$ cat config.mk
export PLATFORM = sky130hd
export DESIGN_NAME = phase_sequencer
export DESIGN_NICKNAME = d
export VERILOG_FILES = /design/src/rtl/phase_sequencer.sv
export SDC_FILE = /design/constraint.sdc
export NUM_CORES = 1
export LEC_CHECK = 0
export CAP_MARGIN = 20
export CORE_MARGIN = 1
export CORE_UTILIZATION = 52
export DETAILED_ROUTE_END_ITERATION = 6
export GPL_TIMING_DRIVEN = 0
export PLACE_DENSITY = 0.79
export SYNTH_ARGS = -nofsm -noshare
export SYNTH_HDL_FRONTEND = slang
export SYNTH_SLANG_ARGS = --single-unit
export TNS_END_PERCENT = 1
$ cat constraint.sdc
create_clock -name clk -period 2.8 [get_ports clk]
set_input_delay 0.42 -clock clk [delete_from_list [all_inputs] [get_ports clk]]
set_output_delay 0.42 -clock clk [all_outputs]
set_load 0.02 [all_outputs]
$ cat src/rtl/phase_sequencer.sv
// Machine-cycle phase sequencer: one-hot phase enables with RAM wait states,
// halt at cycle boundary, single-step mode, cycle-start strobe and cycle counter.
module phase_sequencer #(
  parameter int unsigned NUM_PHASES = 3,
  parameter int unsigned WAIT_PHASE = 1,
  parameter int unsigned WAIT_W     = 2,
  parameter int unsigned CNT_W      = 16
) (
  input  logic                  clk,
  input  logic                  reset_n,
  input  logic                  halt,
  input  logic                  step_mode,
  input  logic                  step,
  input  logic [WAIT_W-1:0]     ram_wait,
  output logic [NUM_PHASES-1:0] phase_out,
  output logic                  cycle_start,
  output logic                  running,
  output logic [CNT_W-1:0]      cycle_count
);

  localparam int unsigned IDX_W = $clog2(NUM_PHASES);
  localparam logic [IDX_W-1:0]      LAST_IDX = IDX_W'(NUM_PHASES - 1);
  localparam logic [IDX_W-1:0]      WAIT_IDX = IDX_W'(WAIT_PHASE);
  localparam logic [NUM_PHASES-1:0] PHASE0   = NUM_PHASES'(1);

  typedef enum logic {
    IDLE   = 1'b0,
    ACTIVE = 1'b1
  } state_t;

  state_t            state;
  logic [IDX_W-1:0]  idx;
  logic [WAIT_W-1:0] wait_cnt;

  logic              go;
  logic              last_phase;
  logic              wait_done;
  logic [IDX_W-1:0]  next_idx;
  logic [WAIT_W-1:0] phase0_wait;

  // Decode helpers; phase0_wait covers the case where phase 0 is the stretched one
  always_comb begin
    go          = !halt && (!step_mode || step);
    last_phase  = (idx == LAST_IDX);
    wait_done   = (wait_cnt == '0);
    next_idx    = idx + IDX_W'(1);
    phase0_wait = (WAIT_PHASE == 0) ? ram_wait : '0;
  end

  always_ff @(posedge clk or negedge reset_n) begin
    if (!reset_n) begin
      state       <= IDLE;
      idx         <= '0;
      wait_cnt    <= '0;
      phase_out   <= '0;
      cycle_start <= 1'b0;
      running     <= 1'b0;
      cycle_count <= '0;
    end else begin
      cycle_start <= 1'b0;
      case (state)
        IDLE: begin
          if (go) begin
            state       <= ACTIVE;
            idx         <= '0;
            phase_out   <= PHASE0;
            cycle_start <= 1'b1;
            running     <= 1'b1;
            wait_cnt    <= phase0_wait;
          end
        end
        ACTIVE: begin
          if (!wait_done) begin
            wait_cnt <= wait_cnt - WAIT_W'(1);
          end else if (!last_phase) begin
            idx       <= next_idx;
            phase_out <= phase_out << 1;
            if (next_idx == WAIT_IDX) begin
              wait_cnt <= ram_wait;
            end
          end else begin
            // End of the last phase: the cycle is complete and control inputs are honoured
            cycle_count <= cycle_count + CNT_W'(1);
            idx         <= '0;
            if (halt || step_mode) begin
              state     <= IDLE;
              phase_out <= '0;
              running   <= 1'b0;
              wait_cnt  <= '0;
            end else begin
              phase_out   <= PHASE0;
              cycle_start <= 1'b1;
              wait_cnt    <= phase0_wait;
            end
          end
        end
        default: state <= IDLE;
      endcase
    end
  end

endmodule

==> flow_summary_export.csv, run 1 <==
group,metric,value,unit
outcome,status,"complete, no violations",
cells_and_area,syn2layout_area_growth,29.5,%
floorplanning,dieWidth,50.2,um
yosys,synthCells,113,
drt,wl_per_cell,12.6,um
clock_tree,cts_resized,0,
clock_tree,path_clk_slew,0.14,ns
drt,drc_errors,0,
yosys,ys.flop_type,"dfrtp_1",
yosys,synth_area,0.00121,mm^2
yosys,synth_nets,121,
yosys,yosys.area.top_type,"dfrtp_1",
floorplanning,start_util,0.552,
clock_tree,clockRootBuffer,"clkbuf_4",
place,dpl_cell_area,0.00153,mm^2
drt,vias,907,
clock_tree,clk_latency,0.31,ns
cells_and_area,drive_gt1_frac,0.117,
timing,maxSlewHeadroom,0.595,
cells_and_area,post-route-util,0.714,
critical_path,r2r_slack,1.12,ns
timing,fin_worst_skew,0.00355,ns
timing,hold_violations,0,
cells_and_area,fill_cells,163,
timing,timing.final.ws_setup,1.00,ns
timing,grt_setup_unrepaired,"false",
yosys,synth_edf_count,0,
timing,whs,0.467,ns
critical_path,r2r_start,"wait_cnt[1]",
yosys,ys_warn_count,0,
critical_path,critical_path_depth,1,
cells_and_area,fin_nets,154,
timing,fmax,0.556,GHz
clock_tree,clock_sinks,26,
floorplanning,dieHeight,50.2,um
timing,slew_viol_final,0,
drt,postRouteAntennaNets,0,
place,io_buffers,27,
critical_path,slowest_stage,"clkdlybuf4s50_1",
critical_path,regToRegEndpoint,"cycle_count[14]",
place,hpwlAfterDp,1.71,mm
yosys,ys_ff_latch,26,
timing,period_needed,1.80,ns
clock_tree,cts_setup_buffers,0,
floorplanning,std_cell_rows,17,
cells_and_area,finalNonFillerCells,173,
power_and_ir_drop,p_leak,0.701,nW
yosys,yosysSeqAreaShare,0.538,
timing,min_period_over_period,0.643,
global_route,track_usage,0.198,
flow_run,cap_violations,0,
yosys,yosys-top-cells-area,"dfrtp_1 (54%), xnor2_1 (7.2%), nand2_1 (5.3%)",
floorplanning,io_pins,28,
cells_and_area,diodes,0,
critical_path,startpoint_type,"register",
critical_path,critical_path_class,"register to output pin",
global_route,grt_pass1_wl,3.63,mm
power_and_ir_drop,p_per_area,782,mW/mm^2
clock_tree,cts_buffer_depth,2,
place,dp_cells,169,
critical_path,arrival,1.38,ns
critical_path,slowest_delay,0.64,ns
clock_tree,holdBufCountCts,0,
timing,setup_viol,0,
timing,fin_setup_tns,0,ns
global_route,grt_pass1_vias,833,
place,pre_cts_ws,0.700,ns
global_route,overflow,0,
place,gp_congestion,0.755,
critical_path,endpoint_kind,"output pin",
critical_path,path_cells,"clkdlybuf4s50_1",
clock_tree,numCtsBuffers,3,
cells_and_area,final_area,0.00157,mm^2
timing,worstMarginPinSlew,0.606,ns
yosys,yosysTopAreaCellShare,0.538,
worst_hold_path,hold_class,"input port to async pin",
clock_tree,cts_tree,"built",
yosys,synthArstFlopShare,1.00,
critical_path,cp_top_family,"buffers and inverters",
power_and_ir_drop,p_total,1.22,mW
global_route,antenna_found_initial,0,
floorplanning,die_area,0.00252,mm^2
yosys,synth_most_common_cell,"dfrtp_1",
yosys,syn_avg_cell_area,10.7,um^2
power_and_ir_drop,ir_drop,0.000496,V
drt,wl,2.18,mm
clock_tree,htree_levels,1,
yosys,ys_types,34,
drt,drt_pass1_iterations,4,
floorplanning,core-area,0.00219,mm^2
critical_path,cp_data_required_time,2.38,ns
critical_path,reg2regPathDepth,4,
critical_path,path_max_fanout,5,
drt,vias_per_cell,5.24,
critical_path,cp_num_buf_inv,1,
drt,drt_iter0_markers,18,
global_route,grt_start_max_net_pins,15,
yosys,synth_common_cells,"dfrtp_1 (26), nand2_1 (17), xnor2_1 (10)",
## cells in the final DEF, fill, tap and decap left out, types with 2 or more instances in the layout
cell | Yosys | layout
nor2b_1 | 3 | 3
nor2_1 | 6 | 6
dfrtp_1 | 26 | 26
inv_1 | 5 | 5
nand2b_1 | 2 | 2
xnor2_1 | 10 | 10
clkdlybuf4s50_1 | 0 | 27
clkbuf_4 | 0 | 3
and2_1 | 2 | 2
nand2_1 | 17 | 17
xor2_1 | 5 | 5
nand4_1 | 5 | 5
o21ai_0 | 7 | 7
a21oi_1 | 2 | 2
and3_2 | 2 | 2
## worst max-delay path by stage
stage,end,startpoint
detailed placement,phase_out[0],step_mode
global placement,phase_out[0],step_mode
finish,cycle_count[4],cycle_count[4]
CTS,cycle_count[7],cycle_count[7]
global route,cycle_count[14],wait_cnt[1]
floorplan,phase_out[0],wait_cnt[1]
## sequential cells by signal, summed over array words and instances (netlist names)
name         cells
cycle_count     16
phase_out        3
idx              2
wait_cnt         2
cycle_start      1
running          1
state            1
## layer usage
metal / routed length, um / GRT usage / vias to the layer above
met5: 0 / 0 / -
met4: 16 / 0.0857 / 0
met3: 69 / 0.0303 / 2
met2: 1120 / 0.338 / 20
met1: 971 / 0.246 / 435
li1: - / - / 450
## area by class of cell
class                   instances  area (um^2)  share of cell area
plain buffers                   2         8.76             0.00560
clock buffers                   4         36.3              0.0232
inverters                       5         18.8              0.0120
multi-input cells              80          531               0.339
flip-flops and latches         26          651               0.416
well taps                      28         35.0              0.0224
repair buffers                 28          285               0.182
## cells by family after synthesis
logic type / after synthesis / synth area share
adders and majority gates: 1 / 0.0104
buffers and inverters: 7 / 0.0228
DFF: 26 / 0.538
AOI/OAI and AO/OA: 13 / 0.0642
xor gates and xnor gates: 15 / 0.109
muxes: 2 / 0.0176
and+or+nand+nor: 49 / 0.238
## power breakdown
part	internal (mW)	leakage, nW	total, mW	switching [mW]
registers	0.459	0.343	0.545	0.0856
logic	0.236	0.336	0.493	0.257
clock network	0.0794	0.0210	0.187	0.107
total	0.775	0.701	1.22	0.450
Power figures use the tool's default switching activity.
==> run 2, diff against run 1 <==
--- a/config.mk
+++ b/config.mk
@@ -7,10 +7,10 @@
 export LEC_CHECK = 0
 export CAP_MARGIN = 20
 export CORE_MARGIN = 1
-export CORE_UTILIZATION = 52
+export CORE_UTILIZATION = 44
 export DETAILED_ROUTE_END_ITERATION = 6
 export GPL_TIMING_DRIVEN = 0
-export PLACE_DENSITY = 0.79
+export PLACE_DENSITY = 0.7
 export SYNTH_ARGS = -nofsm -noshare
 export SYNTH_HDL_FRONTEND = slang
 export SYNTH_SLANG_ARGS = --single-unit
==> constraint.sdc (replaced) <==
create_clock -name clk -period 1.55 [get_ports clk]
set_input_delay 0.2325 -clock clk [delete_from_list [all_inputs] [get_ports clk]]
set_output_delay 0.2325 -clock clk [all_outputs]
set_load 0.02 [all_outputs]
==> run 2 against run 1 <==
Register-to-register slack worse by 1.1 ns. Routed wire length is 7.5% higher. Final area up 5.0%. Total power grew 82%. Sequential power rose by 82%. Combinational power grew 95%. Non-clock buffer count is 7 higher. Final cell count increased by 4.6%. Global-route usage is 1.9 points lower. Die area up 17%. Critical endpoint is now phase_out[0]. Largest cell class unchanged.
==> flow_summary_export.csv, run 2 (synthesized netlist as in run 1, its figures left out) <==
group,metric,value,unit
global_route,track_usage,0.179,
place,io_buffers,27,
cells_and_area,fin_nets,161,
drt,drt_pass1_iterations,4,
clock_tree,clockRootBuffer,"clkbuf_4",
clock_tree,holdBufCountCts,0,
critical_path,endpoint_kind,"register",
cells_and_area,largest_register,"cycle_count",
global_route,grt_start_max_net_pins,21,
clock_tree,cts_tree,"built",
cells_and_area,finalNonFillerCells,181,
critical_path,arrival,1.73,ns
clock_tree,htree_levels,1,
floorplanning,std_cell_rows,18,
timing,fin_setup_tns,0,ns
timing,hold_violations,0,
cells_and_area,syn2layout_area_growth,36.0,%
drt,drc_errors,0,
global_route,antenna_found_initial,0,
drt,drt_iter0_markers,8,
timing,fin_worst_skew,0.00279,ns
floorplanning,die_area,0.00296,mm^2
global_route,grt_pass1_vias,856,
critical_path,cp_data_required_time,1.77,ns
floorplanning,start_util,0.475,
global_route,overflow,0,
drt,vias,923,
power_and_ir_drop,p_total,2.23,mW
clock_tree,cts_buffer_depth,2,
clock_tree,clk_latency,0.32,ns
floorplanning,dieHeight,54.4,um
outcome,status,"complete, no violations",
timing,period_needed,1.52,ns
floorplanning,dieWidth,54.4,um
timing,min_period_over_period,0.979,
timing,grt_setup_unrepaired,"true",
timing,slew_viol_final,0,
power_and_ir_drop,ir_drop,0.00107,V
critical_path,startpoint_type,"input port",
place,gp_congestion,0.671,
power_and_ir_drop,p_per_area,1360,mW/mm^2
cells_and_area,layout_common_cells,"dfrtp_1 (24), dlygate4sd2_1 (19), nand2_1 (17)",
flow_run,cap_violations,0,
floorplanning,io_pins,28,
critical_path,path_max_fanout,6,
drt,wl,2.34,mm
place,dp_cells,171,
cells_and_area,post-route-util,0.646,
critical_path,startpoint,"step_mode",
drt,wl_per_cell,12.9,um
place,hpwlAfterDp,1.69,mm
clock_tree,path_clk_slew,0.13,ns
cells_and_area,reg.largest.list,"cycle_count: 16 flops, phase_out: 3 flops",
global_route,grt_pass1_wl,3.70,mm
timing,setup_viol,0,
worst_hold_path,hold_class,"input port to async pin",
timing,fmax,0.659,GHz
timing,worstMarginPinSlew,0.451,ns
critical_path,critical_path_class,"input port to register",
drt,vias_per_cell,5.10,
cells_and_area,fill_cells,222,
floorplanning,core-area,0.00254,mm^2
timing,maxSlewHeadroom,0.699,
cells_and_area,layout_commonest_cell,"dfrtp_1",
critical_path,r2r_start,"wait_cnt[0]",
clock_tree,clock_sinks,26,
cells_and_area,drive_gt1_frac,0.179,
cells_and_area,largest_reg_flops,16,
cells_and_area,diodes,0,
power_and_ir_drop,p_leak,0.867,nW
drt,postRouteAntennaNets,0,
clock_tree,numCtsBuffers,3,
[run 2: cell count changes in the layout (fill, tap and decap cells not counted), sizes merged]
cell / delta
buf: +7
clkbuf: -1
clkdlybuf4s50: -21
dlygate4sd2: +19
dlymetal6s2s: +2
[run 2: layout make-up]
cell class	count	area, um^2	area share
Buffer	2	8.76	0.00533
Clock buffer	3	22.5	0.0137
Inverter	5	18.8	0.0114
Multi-Input combinational cell	80	572	0.348
Sequential cell	26	653	0.397
Tap cell	30	37.5	0.0228
Timing Repair Buffer	35	332	0.202
[run 2: timing repair]
action | CTS | global route
buffers inserted | 0 | 7
pin swaps | 0 | 3
endpoints found under the setup margin | 27 | 13
gates resized for setup | 22 | 8
[run 2: path summary, 6_finish.rpt]
check	to	slack, ns	cells after the start
setup reg to reg	cycle_count[13]	0.07	4
max in group asynchronous	wait_cnt[0]	0.92	2
setup / recovery	phase_out[0]	0.03	5
min in group clk	cycle_count[15]	0.47	1
hold / removal	cycle_count[10]	0.19	1
hold reg to reg	cycle_count[15]	0.47	1
[run 2: critical path: stages]
cell	delay [ns]
clkdlybuf4s50_1	0.46
nor2b_1	0.16
or2_2	0.32
o21ai_4	0.20
mux2_2	0.35
[run 2: per-layer routing]
layer | vias up | part of all wire | GRT usage
met5 | - | 0 | 0
met1 | 438 | 0.48 | 0.242
li1 | 461 | - | -
met4 | 0 | 0.020 | 0.0897
met2 | 20 | 0.46 | 0.270
met3 | 4 | 0.040 | 0.0333
[run 2: where the power goes]
group / switching [mW] / leakage, nW / internal (mW) / total [mW]
clock: 0.188 / 0.0138 / 0.0911 / 0.279
sequential: 0.159 / 0.341 / 0.833 / 0.992
combinational: 0.499 / 0.513 / 0.459 / 0.959
total: 0.846 / 0.867 / 1.38 / 2.23
[run 2: metrics by stage]
step	setup WS, ns	hold slack [ns]	cell area, um^2
after floorplan	0.0604	-0.0631	1210
final	0.0329	0.194	1640
after global placement	-0.312	0.459	1520
after CTS	-0.0590	0.186	1560
after detailed placement	-0.365	0.460	1540
after global routing	-0.0232	0.191	1640
==> run 3, diff against run 2 <==
--- a/config.mk
+++ b/config.mk
@@ -10,7 +10,7 @@
 export CORE_UTILIZATION = 44
 export DETAILED_ROUTE_END_ITERATION = 6
 export GPL_TIMING_DRIVEN = 0
-export PLACE_DENSITY = 0.7
+export PLACE_DENSITY = 0.79
 export SYNTH_ARGS = -nofsm -noshare
 export SYNTH_HDL_FRONTEND = slang
 export SYNTH_SLANG_ARGS = --single-unit
==> run 3 against run 2 <==
Flip-flop and latch count is the same. Sequential share of layout area grew 0.24 points. First-iteration DRC count grew 130%. Clock skew grew 0.0035 ns. Combinational power shrank 2.8%. Via count grew 6.0%. Final cell count is the same. Sequential power is essentially flat. Largest cell class unchanged.
==> flow_summary_export.csv, run 3 (synthesized netlist as in run 1, its figures left out) <==
group,metric,value,unit
outcome,status,"complete, no violations",
floorplanning,dieHeight,54.4,um
clock_tree,numCtsBuffers,3,
floorplanning,std_cell_rows,18,
power_and_ir_drop,seqPwrFrac,0.450,
timing,whs,0.246,ns
timing,worstMarginPinSlew,0.543,ns
place,io_buffers,27,
clock_tree,clock_sinks,26,
place,dp_cells,171,
clock_tree,cts_buffer_depth,2,
drt,vias,978,
flow_run,cap_violations,0,
cells_and_area,largest_register,"cycle_count",
drt,vias_per_cell,5.40,
floorplanning,die_area,0.00296,mm^2
cells_and_area,layout_common_cells,"dfrtp_1 (24), dlygate4sd2_1 (20), nand2_1 (17)",
timing,fmax,0.660,GHz
cells_and_area,largest_reg_flops,16,
floorplanning,dieWidth,54.4,um
drt,drc_errors,0,
global_route,antenna_found_initial,0,
critical_path,critical_path_class,"input port to register",
global_route,grt_pass1_vias,879,
timing,setup_viol,0,
clock_tree,clockRootBuffer,"clkbuf_4",
floorplanning,core-area,0.00254,mm^2
power_and_ir_drop,switching_share,0.381,
cells_and_area,post-route-util,0.642,
critical_path,startpoint_type,"input port",
timing,fin_worst_skew,0.00626,ns
floorplanning,io_pins,28,
clock_tree,cts_tree,"built",
power_and_ir_drop,ir_drop,0.000981,V
floorplanning,start_util,0.475,
cells_and_area,syn2layout_area_growth,35.2,%
place,pre_cts_ws,-0.348,ns
clock_tree,htree_levels,1,
power_and_ir_drop,p_leak,0.854,nW
timing,min_period_over_period,0.978,
global_route,grt_start_max_net_pins,18,
clock_tree,clk_latency,0.32,ns
cells_and_area,fin_nets,161,
critical_path,endpoint_kind,"register",
power_and_ir_drop,p_int,1.37,mW
power_and_ir_drop,pwr-share-comb,0.423,
critical_path,cp_data_required_time,1.77,ns
power_and_ir_drop,p_per_area,1350,mW/mm^2
worst_hold_path,hold_class,"input port to async pin",
critical_path,path_max_fanout,6,
power_and_ir_drop,clkPwrFrac,0.127,
power_and_ir_drop,switching_power,0.840,mW
clock_tree,path_clk_slew,0.13,ns
drt,drt_iter0_markers,18,
drt,wl,2.49,mm
drt,postRouteAntennaNets,0,
critical_path,arrival,1.74,ns
cells_and_area,reg.largest.list,"cycle_count: 16 flops, phase_out: 3 flops",
drt,wl_per_cell,13.7,um
global_route,overflow,0,
cells_and_area,finalNonFillerCells,181,
drt,drt_pass1_iterations,4,
cells_and_area,diodes,0,
timing,grt_setup_unrepaired,"true",
timing,hold_violations,0,
cells_and_area,drive_gt1_frac,0.172,
timing,timing.final.ws_setup,0.0341,ns
timing,maxSlewHeadroom,0.637,
place,hpwlAfterDp,1.79,mm
global_route,grt_pass1_wl,3.93,mm
cells_and_area,fill_cells,224,
timing,period_needed,1.52,ns
global_route,track_usage,0.189,
place,gp_congestion,0.792,
timing,slew_viol_final,0,
cells_and_area,layout_commonest_cell,"dfrtp_1",
[run 3: path summary, 6_finish.rpt]
check / startpoint / end / slack (ns) / cells past startpoint
min in group clk: cycle_count[15] / cycle_count[15] / 0.46 / 1
max in group asynchronous: reset_n / wait_cnt[0] / 0.82 / 2
hold / removal: reset_n / cycle_count[1] / 0.25 / 1
hold reg to reg: cycle_count[15] / cycle_count[15] / 0.46 / 1
setup / recovery: step_mode / phase_out[0] / 0.03 / 5
setup reg to reg: wait_cnt[0] / cycle_count[13] / 0.07 / 4
[run 3: layout make-up]
class,instances,area [um^2],area share
flip-flops and latches,26,653,0.400
multi-input cells,80,563,0.345
repair buffers,35,328,0.201
well taps,30,37.5,0.0230
clock buffers,3,22.5,0.0138
inverters,5,18.8,0.0115
plain buffers,2,11.3,0.00689
[run 3: power by group through the flow]
stage	sequential [mW]	clock [mW]	combinational, mW
6_report	0.993	0.280	0.932
5_1_grt	1.01	0.323	1.02
4_1_cts	0.989	0.297	0.858
3_5_place_dp	1.00	0	0.883
3_3_place_gp	0.995	0	0.856
2_1_floorplan	1.09	0	0.456
[run 3: what timing repair did]
item / CTS / global route
hold buffers: 0 / 0
pin swaps: 0 / 4
setup endpoints to repair: 27 / 12
buffers inserted: 0 / 7
gates resized for setup: 23 / 6
[run 3: through the flow]
stage                     TNS, ns  cell area, um^2  power, mW
after floorplan                 0             1210       1.55
after global placement      -2.67             1520       1.85
after detailed placement    -1.02             1540       1.89
after CTS                  -0.149             1560       2.14
after global routing      -0.0665             1630       2.36
final                           0             1630       2.21
[run 3: critical path, stage by stage]
cell             delay, ns
clkdlybuf4s50_1       0.46
nor2b_1               0.17
or2_2                 0.32
o21ai_4               0.19
mux2_2                0.36
[run 3: per-layer routing]
metal | track usage | vias up | wire [um]
met5 | 0 | - | 0
met4 | 0.0342 | 0 | 10
met3 | 0.0611 | 2 | 143
met2 | 0.350 | 32 | 1310
met1 | 0.211 | 482 | 1030
li1 | - | 462 | -
==> patch 1: new RTL, config.mk and constraints of run 1 <==
Make the reset (`reset_n`) synchronous in one clocked block.
--- a/src/rtl/phase_sequencer.sv
+++ b/src/rtl/phase_sequencer.sv
@@ -49,3 +49,3 @@
 
-  always_ff @(posedge clk or negedge reset_n) begin
+  always_ff @(posedge clk) begin
     if (!reset_n) begin
Function: differs if reset_n is asserted again (counterexample within 4 cycles, from zero or initial values and one cycle with reset_n low); with reset_n held inactive, the same outputs for 10 cycles.
==> patch 1 against run 1 <==
- cell count increased by 10%
- fmax decreased by 5.5%
- sequential share of layout area decreased by 8.7 points
- design area increased by 1.0%
- critical path depth unchanged
- synthesized area increased by 1.2%
- setup slack got worse by 0.11 ns
- non-clock buffer count increased by 1
- wire length increased by 18%
- sequential cell count unchanged
- core utilization about the same
Power is not compared: it rests on default switching activity, and its combinational part moved more than twofold at a synthesized area within 25%.
==> patch 1: results (changes against run 1) <==
Outcome
  – Status: completed

Placement
  – Placed cells: 187 (+11%)
  – Post-DP HPWL: 1870 um (+9.6%)

Setup path
  – R2R setup slack: 1.05 ns (-0.07 ns)
  – Start point of the critical path: cycle_count[5]$_SDFFE_PN0P_
  – Worst reg2reg path depth: 5 (+1)
  – CP max FO: 6 (+1)
  – Worst R2R End: cycle_count[6]$_SDFFE_PN0P_
  – CP max stage delay: 0.66 ns (+0.02 ns)
  – End of the critical path: cycle_count[5]
  – CP arrival: 1.48 ns (+0.10 ns)
  – RR Startpoint: state$_SDFF_PN0_

Synth
  – Synth async-reset ratio: 0% (-100 points)
  – Top FF cell, synth: dfxtp_1
  – Synth cell types: 32 (-5.9%)
  – Dominant cells by area after synthesis: dfxtp_1 (43%), xnor2_1 (6.4%), and2_1 (5.6%), nand4_1 (5.1%), or3_1 (4.1%)
  – Synth cell count leaders: dfxtp_1 (26), and2_1 (11), nand4_1 (10)
  – Post-synthesis sequential area ratio: 42.5% (-11 points)
  – Synth Instances: 132 (+17%)

Detailed routing
  – Wire per inst: 13.5 um (+7.1%)
  – Drt total wl: 2580 um (+18%)
  – Starting DRT DRC Count: 9 (-9)
  – Vias: 1078 (+19%)

GRT
  – Largest net degree at the start of global routing: 16 (+1)
  – First-pass GRT wire length: 4100 um (+13%)
  – All-Layer GR Usage: 21.4% (+1.6 points)
  – Vias in the first global route: 919 (+10%)

STA
  – Least-Margin Pin Slew: 0.442 ns (-0.164 ns)
  – Final Skew: 0.00506 ns (+0.00151 ns)

Clock network
  – Clk_lat worst skew: 0.33 ns (+0.02 ns)

Final layout
  – Fin nets: 172 (+12%)

Min path
  – Hold/Removal Path Class: reg -> reg
patch 1: metal layers:
| metal | global-route usage, % | routed length, um | vias up |
|---|---|---|---|
| li1 | - | - | 542 |
| met1 | 27.0 | 1190 | 514 |
| met2 | 35.6 | 1280 | 18 |
| met3 | 2.73 | 67 | 4 |
| met4 | 10.6 | 36 | 0 |
| met5 | 0 | 0 | - |
patch 1: cell families after synthesis:
logic type               share of synthesized area (%)
flip-flops                                        42.5
adder cells (fa/ha/maj)                           1.02
AND/OR/NAND/NOR                                   32.7
AO/OA/AOI/OAI                                     15.0
XOR/XNOR                                          6.44
buffers and inverters                             2.25
patch 1: area by class of cell:
| cell class | instances | area [sq um] |
|---|---|---|
| repair buffers | 27 | 270 |
| clock inverters | 1 | 30.0 |
| inverters | 3 | 11.3 |
| clock buffers | 3 | 22.5 |
| plain buffers | 4 | 16.3 |
| flip-flops and latches | 26 | 520 |
| well taps | 28 | 35.0 |
| multi-input cells | 99 | 676 |
| fillers | 192 | 631 |
patch 1: worst min path at each step:
stage	endpoint	cells after the start	slack [ns]	start
CTS	phase_out[2]$_SDFFE_PN0P_	2	0.48	phase_out[2]$_SDFFE_PN0P_
finish	phase_out[2]$_SDFFE_PN0P_	2	0.49	phase_out[2]$_SDFFE_PN0P_
floorplan	idx[1]$_SDFFE_PN0P_	2	0.49	idx[1]$_SDFFE_PN0P_
detailed placement	phase_out[2]$_SDFFE_PN0P_	2	0.47	phase_out[2]$_SDFFE_PN0P_
global route	phase_out[2]$_SDFFE_PN0P_	2	0.51	phase_out[2]$_SDFFE_PN0P_
global placement	phase_out[2]$_SDFFE_PN0P_	2	0.45	phase_out[2]$_SDFFE_PN0P_
patch 1: stage by stage:
step | power (mW) | hold slack (ns) | utilization, % | instance area (sq um) | setup slack, ns
4_1_cts | 0.719 | 0.485 | 71.5 | 1580 | 0.892
3_5_place_dp | 0.464 | 0.468 | 69.1 | 1530 | 1.01
6_report | 0.715 | 0.486 | 71.5 | 1580 | 0.895
5_1_grt | 0.738 | 0.514 | 71.5 | 1580 | 0.854
3_3_place_gp | 0.462 | 0.452 | 69.1 | 1530 | 1.05
2_1_floorplan | 0.436 | 0.491 | - | 1220 | 1.21
patch 1: power by group:
group	internal (mW)	leakage [nW]	switching [mW]
combinational	0.0334	0.324	0.0349
clock	0.145	0.0279	0.115
sequential	0.378	0.211	0.00950
==> patch 2: new RTL, settings of run 1 <==
Made on the original files. Change the parameter `CNT_W` from 16 to 14.
--- a/src/rtl/phase_sequencer.sv
+++ b/src/rtl/phase_sequencer.sv
@@ -6,3 +6,3 @@
   parameter int unsigned WAIT_W     = 2,
-  parameter int unsigned CNT_W      = 16
+  parameter int unsigned CNT_W      = 14
 ) (
Interface: changed (resized cycle_count); port bits go from 28 to 26. No check against the original RTL was run, so the function may have changed too.
==> patch 2 against run 1 <==
- synthesized area is 9.5% lower
- die area down 9.1%
- setup slack lost 0.011 ns
- critical path type unchanged
- hold slack lost 0.13 ns
- wire length fell by 9.5%
- core utilization is 2.0 points higher
- global-route usage is 0.56 points lower
- register-to-register slack better by 0.02 ns
- highest routed layer unchanged
- sequential cell count shrank 2
- power shrank 5.5%
- design area shrank 7.9%
- clock power down 4%
==> patch 2: results (changes against run 1) <==
Synth
  – Synth cell types: 32 (-5.9%)
  – Synth Area in Adders: 1.14% (+0.11 points)
  – Synth Area in Compound Gates: 7.67% (+1.2 points)
  – Synthesized Nets: 101 (-17%)
  – Dominant cells by area after synthesis: dfrtp_1 (55%), xnor2_1 (8.8%), nor3_4 (3.0%), nand4_1 (2.9%), nand2_1 (2.4%)
  – Synth cell count leaders: dfrtp_1 (24), xnor2_1 (11), nand2_1 (7)

Detailed routing
  – Wire length on met3: 63 um (-8.7%)
  – Starting DRT DRC Count: 14 (-4)
  – Vias: 793 (-13%)

Outcome
  – Status: completed

GRT
  – Met1 Use GR: 24.8% (+0.16 points)
  – First-pass GRT wire length: 2930 um (-19%)
  – Vias in the first global route: 663 (-20%)
  – All-Layer GR Usage: 19.2% (-0.56 points)
  – Routing usage on met2: 31.6% (-2.2 points)
  – GR Util met3: 3.40% (+0.37 points)

Final layout
  – Multi-input combinational cell area: 463 sq um (-13%)
  – Number of non-clock buffers in the layout: 27 (-10%)
  – NonClk Buf Share: 20.1% (+1.3 points)

Clock network
  – Clock Sinks: 24 (-7.7%)

Pwr
  – Worst ir drop on vdd: 0.000537 V (+8.3%)

STA
  – Final Skew: 0.00238 ns (-0.00117 ns)
  – Min Hold Slack: 0.338 ns (-0.129 ns)

Placement
  – Setup WS pre-CTS: 0.822 ns (+0.122 ns)
  – PortBufs: 25 (-7.4%)

Setup path
  – CP max FO: 6 (+1)
## patch 2: worst max path at each step
stage                               start                         end  cells after the start
2_1_floorplan             state$_DFF_PN0_  cycle_count[7]$_DFFE_PN0P_                      5
6_report       cycle_count[4]$_DFFE_PN0P_              cycle_count[4]                      1
3_5_place_dp                    step_mode    phase_out[0]$_DFFE_PN0P_                      4
3_3_place_gp                    step_mode    phase_out[0]$_DFFE_PN0P_                      4
5_1_grt        cycle_count[4]$_DFFE_PN0P_              cycle_count[4]                      1
4_1_cts        cycle_count[4]$_DFFE_PN0P_              cycle_count[4]                      1
## patch 2: power groups by stage
stage | sequential [mW] | clock (mW) | combinational [mW]
2_1_floorplan | 0.560 | 0 | 0.244
3_3_place_gp | 0.509 | 0 | 0.452
3_5_place_dp | 0.515 | 0 | 0.468
4_1_cts | 0.508 | 0.186 | 0.470
5_1_grt | 0.521 | 0.199 | 0.511
6_report | 0.509 | 0.180 | 0.468
